==> src/rtl/imem_loader.sv <==
// Byte-serial instruction-memory loader: 32-bit words in, four MSB-first byte writes out.
// Optional running word checksum output under `IMEM_LOADER_CHECKSUM_EN`.
module imem_loader #(
    parameter int ADDR_W      = 9,
    parameter int DEPTH_BYTES = 512,
    parameter int BASE_ADDR   = 0
) (
    input  logic              clk,
    input  logic              rst_n,
    input  logic              start,
    input  logic              s_valid,
    input  logic [31:0]       s_data,
    input  logic              s_last,
    output logic              s_ready,
    output logic              mem_we,
    output logic [ADDR_W-1:0] mem_addr,
    output logic [7:0]        mem_wdata,
    output logic              busy,
    output logic              done,
    output logic              err,
`ifdef IMEM_LOADER_CHECKSUM_EN
    output logic [31:0]       checksum,
`endif
    output logic              core_hold
);

    localparam logic [2:0] S_IDLE   = 3'd0;
    localparam logic [2:0] S_ACCEPT = 3'd1;
    localparam logic [2:0] S_WRITE  = 3'd2;
    localparam logic [2:0] S_DONE   = 3'd3;
    localparam logic [2:0] S_ERROR  = 3'd4;

    // One spare address bit so a completely filled store still fails the next check.
    localparam logic [ADDR_W:0]   BASE_EXT = (ADDR_W+1)'(BASE_ADDR);
    localparam logic [ADDR_W:0]   ONE      = (ADDR_W+1)'(1);
    localparam logic [ADDR_W+1:0] THREE    = (ADDR_W+2)'(3);
    localparam logic [ADDR_W+1:0] LIMIT    = (ADDR_W+2)'(DEPTH_BYTES - 1);

    logic [2:0]      state_q, state_d;
    logic [ADDR_W:0] addr_q, addr_d;
    logic [1:0]      byte_idx_q, byte_idx_d;
    logic [31:0]     word_q, word_d;
    logic            last_q, last_d;
    logic            overflow;

    assign overflow = ({1'b0, addr_q} + THREE) > LIMIT;

    always_comb begin
        state_d    = state_q;
        addr_d     = addr_q;
        byte_idx_d = byte_idx_q;
        word_d     = word_q;
        last_d     = last_q;
        case (state_q)
            S_IDLE, S_DONE, S_ERROR: begin
                if (start) begin
                    state_d = S_ACCEPT;
                    addr_d  = BASE_EXT;
                end
            end
            S_ACCEPT: begin
                if (s_valid) begin
                    word_d     = s_data;
                    last_d     = s_last;
                    byte_idx_d = 2'd0;
                    state_d    = overflow ? S_ERROR : S_WRITE;
                end
            end
            S_WRITE: begin
                addr_d     = addr_q + ONE;
                byte_idx_d = byte_idx_q + 2'd1;
                if (byte_idx_q == 2'd3) begin
                    state_d = last_q ? S_DONE : S_ACCEPT;
                end
            end
            default: state_d = S_IDLE;
        endcase
    end

    always_ff @(posedge clk or negedge rst_n) begin
        if (!rst_n) begin
            state_q    <= S_IDLE;
            addr_q     <= BASE_EXT;
            byte_idx_q <= 2'd0;
            word_q     <= 32'd0;
            last_q     <= 1'b0;
        end else begin
            state_q    <= state_d;
            addr_q     <= addr_d;
            byte_idx_q <= byte_idx_d;
            word_q     <= word_d;
            last_q     <= last_d;
        end
    end

`ifdef IMEM_LOADER_CHECKSUM_EN
    logic [31:0] checksum_q, checksum_d;
    logic        restart;
    logic        accept_ok;

    assign restart   = start && ((state_q == S_IDLE) || (state_q == S_DONE) || (state_q == S_ERROR));
    assign accept_ok = (state_q == S_ACCEPT) && s_valid && !overflow;

    always_comb begin
        checksum_d = checksum_q;
        if (restart) begin
            checksum_d = 32'd0;
        end else if (accept_ok) begin
            checksum_d = checksum_q + s_data;
        end
    end

    always_ff @(posedge clk or negedge rst_n) begin
        if (!rst_n) begin
            checksum_q <= 32'd0;
        end else begin
            checksum_q <= checksum_d;
        end
    end

    assign checksum = checksum_q;
`endif

    assign s_ready   = (state_q == S_ACCEPT);
    assign mem_we    = (state_q == S_WRITE);
    assign mem_addr  = addr_q[ADDR_W-1:0];
    assign busy      = (state_q == S_ACCEPT) || (state_q == S_WRITE);
    assign done      = (state_q == S_DONE);
    assign err       = (state_q == S_ERROR);
    assign core_hold = (state_q != S_DONE);

    always_comb begin
        mem_wdata = 8'd0;
        if (state_q == S_WRITE) begin
            case (byte_idx_q)
                2'd0:    mem_wdata = word_q[31:24];
                2'd1:    mem_wdata = word_q[23:16];
                2'd2:    mem_wdata = word_q[15:8];
                default: mem_wdata = word_q[7:0];
            endcase
        end
    end

endmodule
==> config.mk <==
export PLATFORM = sky130hd
export DESIGN_NAME = imem_loader
export DESIGN_NICKNAME = d
export VERILOG_FILES = /design/src/rtl/imem_loader.sv
export SDC_FILE = /design/constraint.sdc
export NUM_CORES = 1
export LEC_CHECK = 0
export BUFFER_PORTS_ARGS = -buffer_cell sky130_fd_sc_hd__buf_2
export CAP_MARGIN = 15
export CORE_AREA = 2 2 95 97
export DETAILED_ROUTE_END_ITERATION = 10
export DIE_AREA = 0 0 97 99
export SKIP_CTS_REPAIR_TIMING = 1
export SYNTH_ARGS = -nofsm -noshare
export SYNTH_HDL_FRONTEND = slang
export SYNTH_SLANG_ARGS = --single-unit
==> constraint.sdc <==
create_clock -name clk -period 4.7 [get_ports clk]
set_input_delay 0.94 -clock clk [delete_from_list [all_inputs] [get_ports clk]]
set_output_delay 0.94 -clock clk [all_outputs]
set_load 0.01 [all_outputs]
# Word level (Yosys, flattened, before mapping)
# Cells that the tools add are included.
# totals
register_bits	48
input_bits	37
out_inout_bits	23
word_cells	42
# classes
add_sub_neg	3
magnitude_cmp	1
eq_ne	11
n_mux	12
n_reduce_logical	10
# ops
cell	count
8-bit case mux with 3 select lines	1
10-bit case mux with 2 select lines	1
3-bit 2-to-1 mux	4
10-bit by 2-bit adder with 11-bit output (second input constant)	1
11-bit by 9-bit > comparator with 1-bit output (second input constant)	1
10-bit by 1-bit adder with 10-bit output (second input constant)	1
10-bit 2-to-1 mux	1
3-bit case mux with 3 select lines	1
8-bit 2-to-1 mux	1
3-bit by 2-bit equality test with 1-bit output (second input constant)	2
2-bit AND reduction	3
2-bit equality test (second input constant)	2
2-bit 2-to-1 mux	2
2-bit != test (second input constant)	2
2-bit case mux with 2 select lines	1
2-bit nonzero test	2
3-bit by 1-bit equality test with 1-bit output (second input constant)	1
3-bit equality test (second input constant)	1
3-bit logical NOT	1
3-bit by 2-bit != test with 1-bit output (second input constant)	1
3-bit AND reduction	1
3-bit OR reduction	1
2-bit by 1-bit adder with 2-bit output (second input constant)	1
2-bit by 1-bit equality test with 1-bit output (second input constant)	1
other kinds (3)	3

# Depth between registers and ports, before layout
# logic_depth
ltp_word	5
ltp_mapped	7
depth_no_buf	6

# Least setup slack after synthesis
# OpenSTA, ideal clock, no wires.
# synth_timing
path_kind	reg2out
start	reg byte_idx_q[0]
end	out mem_wdata[6]
arrival_time_ns	1.323
t_required_ns	3.760
path_slack_ns	2.437
path_stages_with_launch	8
path_buffers	1
path_cell_list	dfrtp_1 -> inv_1 -> ha_1 -> clkbuf_1 -> a222oi_1 -> nor2_1 -> a21oi_1 -> nor2_1
# synth_via
elab_chain_cells	3
word_cells_on_any_way	5
cone_classes	eq/ne (2); mux (2); reduce/logical (1)
# synth_rtl
item	line	source
start, declared	41	logic [1:0] byte_idx_q, byte_idx_d;
start signal, assigned	90	byte_idx_q <= byte_idx_d;
2-bit equality test (tied with other cells)	135	case (byte_idx_q)
8-bit case mux with 3 select lines (*)	135	
8-bit 2-to-1 mux (*)	134	if (state_q == S_WRITE) begin
end, declared	17	output logic [7:0] mem_wdata,
# Mark *: on every way between the ends. The rest lies on a longest branch, timed or not.

# Final worst setup path
# layout_timing
start	reg byte_idx_q[0]
end	out mem_wdata[7]
# Same word-level chain as after synthesis.

==> flow_summary.json <==
{
  "globalRouteMet2Util_pct": 21.3,
  "cellPowerDensity_nw_per_um2": 583,
  "hpwl_microns": 4430,
  "track_usage_pct": 12.8,
  "fin_area_sq_um": 2990,
  "synth_top_area_share_pct": 47.7,
  "antenna_found_initial": 0,
  "drt_iter0_markers": 95,
  "ir_worst_vdd_mv": 0.236,
  "outcome": "finished, final reports clean",
  "synthTopCellsByCount": "dfrtp_1 (48), nand2_1 (35), mux2_2 (25)",
  "cts_tree": "built",
  "min-delay-start": "word_q[5]$_DFFE_PN0P_",
  "reg2regPathDepth": 4,
  "reg2reg_to": "word_q[30]$_DFFE_PN0P_",
  "rr_startpoint": "state_q[0]$_DFFE_PN0P_",
  "final_cells": 401,
  "synthArstFlopShare_pct": 100,
  "post-route-period-util_pct": 60.6,
  "fmax_ghz": 0.351,
  "drc": 0,
  "wirelength_microns": 5860,
  "io_pins": 60,
  "nNetsFinal": 336,
  "netlist_instances": 247,
  "top_usage_layer": "met2",
  "setup.worst_path.class": "flop to output pin",
  "drive_above_1_share_pct": 35.8,
  "core_area_sq_um": 8550,
  "leakage_nw": 1.41,
  "max_cap_violations": 0,
  "cts_buffers": 5,
  "period_needed_ns": 2.85,
  "ys.warnings.count": 0,
  "finalWeightedCongestion": 0.835,
  "start_kind": "flop",
  "grt_max_degree": 49,
  "setup_viol": 0,
  "ys_types": 42,
  "routedWlPerCell_microns": 14.6,
  "synth_edf_count": 0,
  "cp.arrival_ns": 1.91,
  "rsz0062_at_grt": "false",
  "area_growth_pct": 18.6,
  "cp-end-kind": "output pin",
  "yosysSeqAreaShare_pct": 47.7,
  "synth.largest_area_cell": "dfrtp_1",
  "first_pass_iters": 4,
  "syn_area_per_cell_sq_um": 10.2,
  "ys_ff_latch": 48,
  "root_buffer": "clkbuf_8",
  "grt_pass1_wl_microns": 9880,
  "post-route-util_pct": 34.9,
  "hold_slack_ns": 0.500,
  "grt_use_met1_pct": 16.5,
  "die_area_sq_um": 9600,
  "cts.sinks": 48,
  "die_w_microns": 97,
  "hold_viol_final": 0,
  "maxSlewHeadroom_pct": 61.3,
  "diodes": 0,
  "clk_latency_ns": 0.30,
  "vias": 1983,
  "dominantRegCellSynth": "dfrtp_1",
  "drv_slew": 0,
  "dpl.cell_count": 392,
  "overflow": 0,
  "min_to": "word_q[5]$_DFFE_PN0P_",
  "die_h_microns": 99,
  "synth_area_sq_um": 2520,
  "hold_path_class": "flop to flop",
  "hold_depth": 2,
  "grt_pass1_vias": 2017,
  "portBuffers": 59,
  "syn_nets": 291,
  "cts_max_level": 2,
  "start_util_pct": 29.5,
  "vias_per_cell": 4.95,
  "synth_area_leaders": "dfrtp_1 (48%), mux2_2 (11%), nand2_1 (5.2%), ha_1 (3.5%), buf_4 (3.3%)",
  "cp_max_fo": 8,
  "ant_nets": 0,
  "fin_tns_setup_ns": 0,
  "yosysMostFrequentCell": "dfrtp_1",
  "clockBufferDepth": 2,
  "core.rowCount": 34,
  "cts.clk_slew.worst_paths_ns": 0.09,
  "required_ns": 3.76,
  "grtUsageMet3_pct": 3.55,
  "worstMarginPinSlew_ns": 0.581,
  "dpl_cell_area_sq_um": 2850,
  "timing.reg2reg.setup_slack_ns": 2.64,
  "finClkSkew_ns": 0.00358
}
## through the flow
stage / worst slack, ns / power, mW
CTS: 1.88 / 1.76
global route: 1.74 / 1.87
global placement: 2.11 / 1.41
finish: 1.85 / 1.74
floorplan: 2.44 / 1.22
detailed placement: 2.23 / 1.44
## kinds of logic (layout without fill, tap and decap cells)
group                      count (synthesis)  in the layout  share of synthesized area (%)
AOI/OAI and AO/OA                         48             48                           13.3
adders and majority gates                  8              8                           3.87
buffers and inverters                     35             81                           7.30
DFF                                       48             48                           47.7
muxes                                     25             25                           11.2
and+or+nand+nor                           83             83                           16.6
## where the power goes
group          total (mW)  internal, mW  switching, mW
combinational       0.699         0.342          0.357
sequential          0.734         0.583          0.151
clock               0.309         0.160          0.148
total                1.74          1.09          0.656
## layer usage
metal  vias up  routed length, microns
met3         7                     353
met4         0                      78
met2        71                    2740
li1        957                       -
met1       948                    2680
met5         -                       0
## final cells by class
type | instances | area, sq um
Tap cell | 108 | 135
Multi-Input combinational cell | 164 | 1130
Fill cell | 887 | 5560
Clock buffer | 5 | 68.8
Sequential cell | 48 | 1200
Clock inverter | 3 | 47.5
Inverter | 10 | 42.5
Timing Repair Buffer | 63 | 358
## placed cells by master (no fill, tap or decap), types with 5 or more instances in the layout
| master | instances |
|---|---|
| ha_1 | 7 |
| inv_1 | 9 |
| buf_2 | 59 |
| clkbuf_8 | 5 |
| o31ai_1 | 5 |
| dfrtp_1 | 48 |
| a222oi_1 | 8 |
| nand3_1 | 7 |
| mux2_2 | 25 |
| nor2_1 | 19 |
| o21ai_0 | 10 |
| a21oi_1 | 10 |
| nand2_1 | 35 |
## how the worst max path moves through the flow
stage / from / to / cells after the start
final: byte_idx_q[0]$_DFFE_PN0P_ / mem_wdata[7] / 7
after global routing: byte_idx_q[0]$_DFFE_PN0P_ / mem_wdata[0] / 7
after CTS: byte_idx_q[0]$_DFFE_PN0P_ / mem_wdata[0] / 7
after detailed placement: byte_idx_q[0]$_DFFE_PN0P_ / mem_wdata[0] / 7
after global placement: s_valid / word_q[22]$_DFFE_PN0P_ / 3
after floorplan: byte_idx_q[0]$_DFFE_PN0P_ / mem_wdata[6] / 7
## sequential cells by signal, indices dropped and copies added, names as in the netlist
name	cells
addr_q	10
word_q	32
state_q	3
byte_idx_q	2
last_q	1
## critical path: stages (launching register included)
cell      delay (ns)
dfrtp_1         0.42
inv_1           0.09
ha_1            0.30
a222oi_1        0.38
nor2_1          0.08
a21oi_1         0.14
nor2_1          0.06
buf_2           0.14
Power figures use the tool's default switching activity.
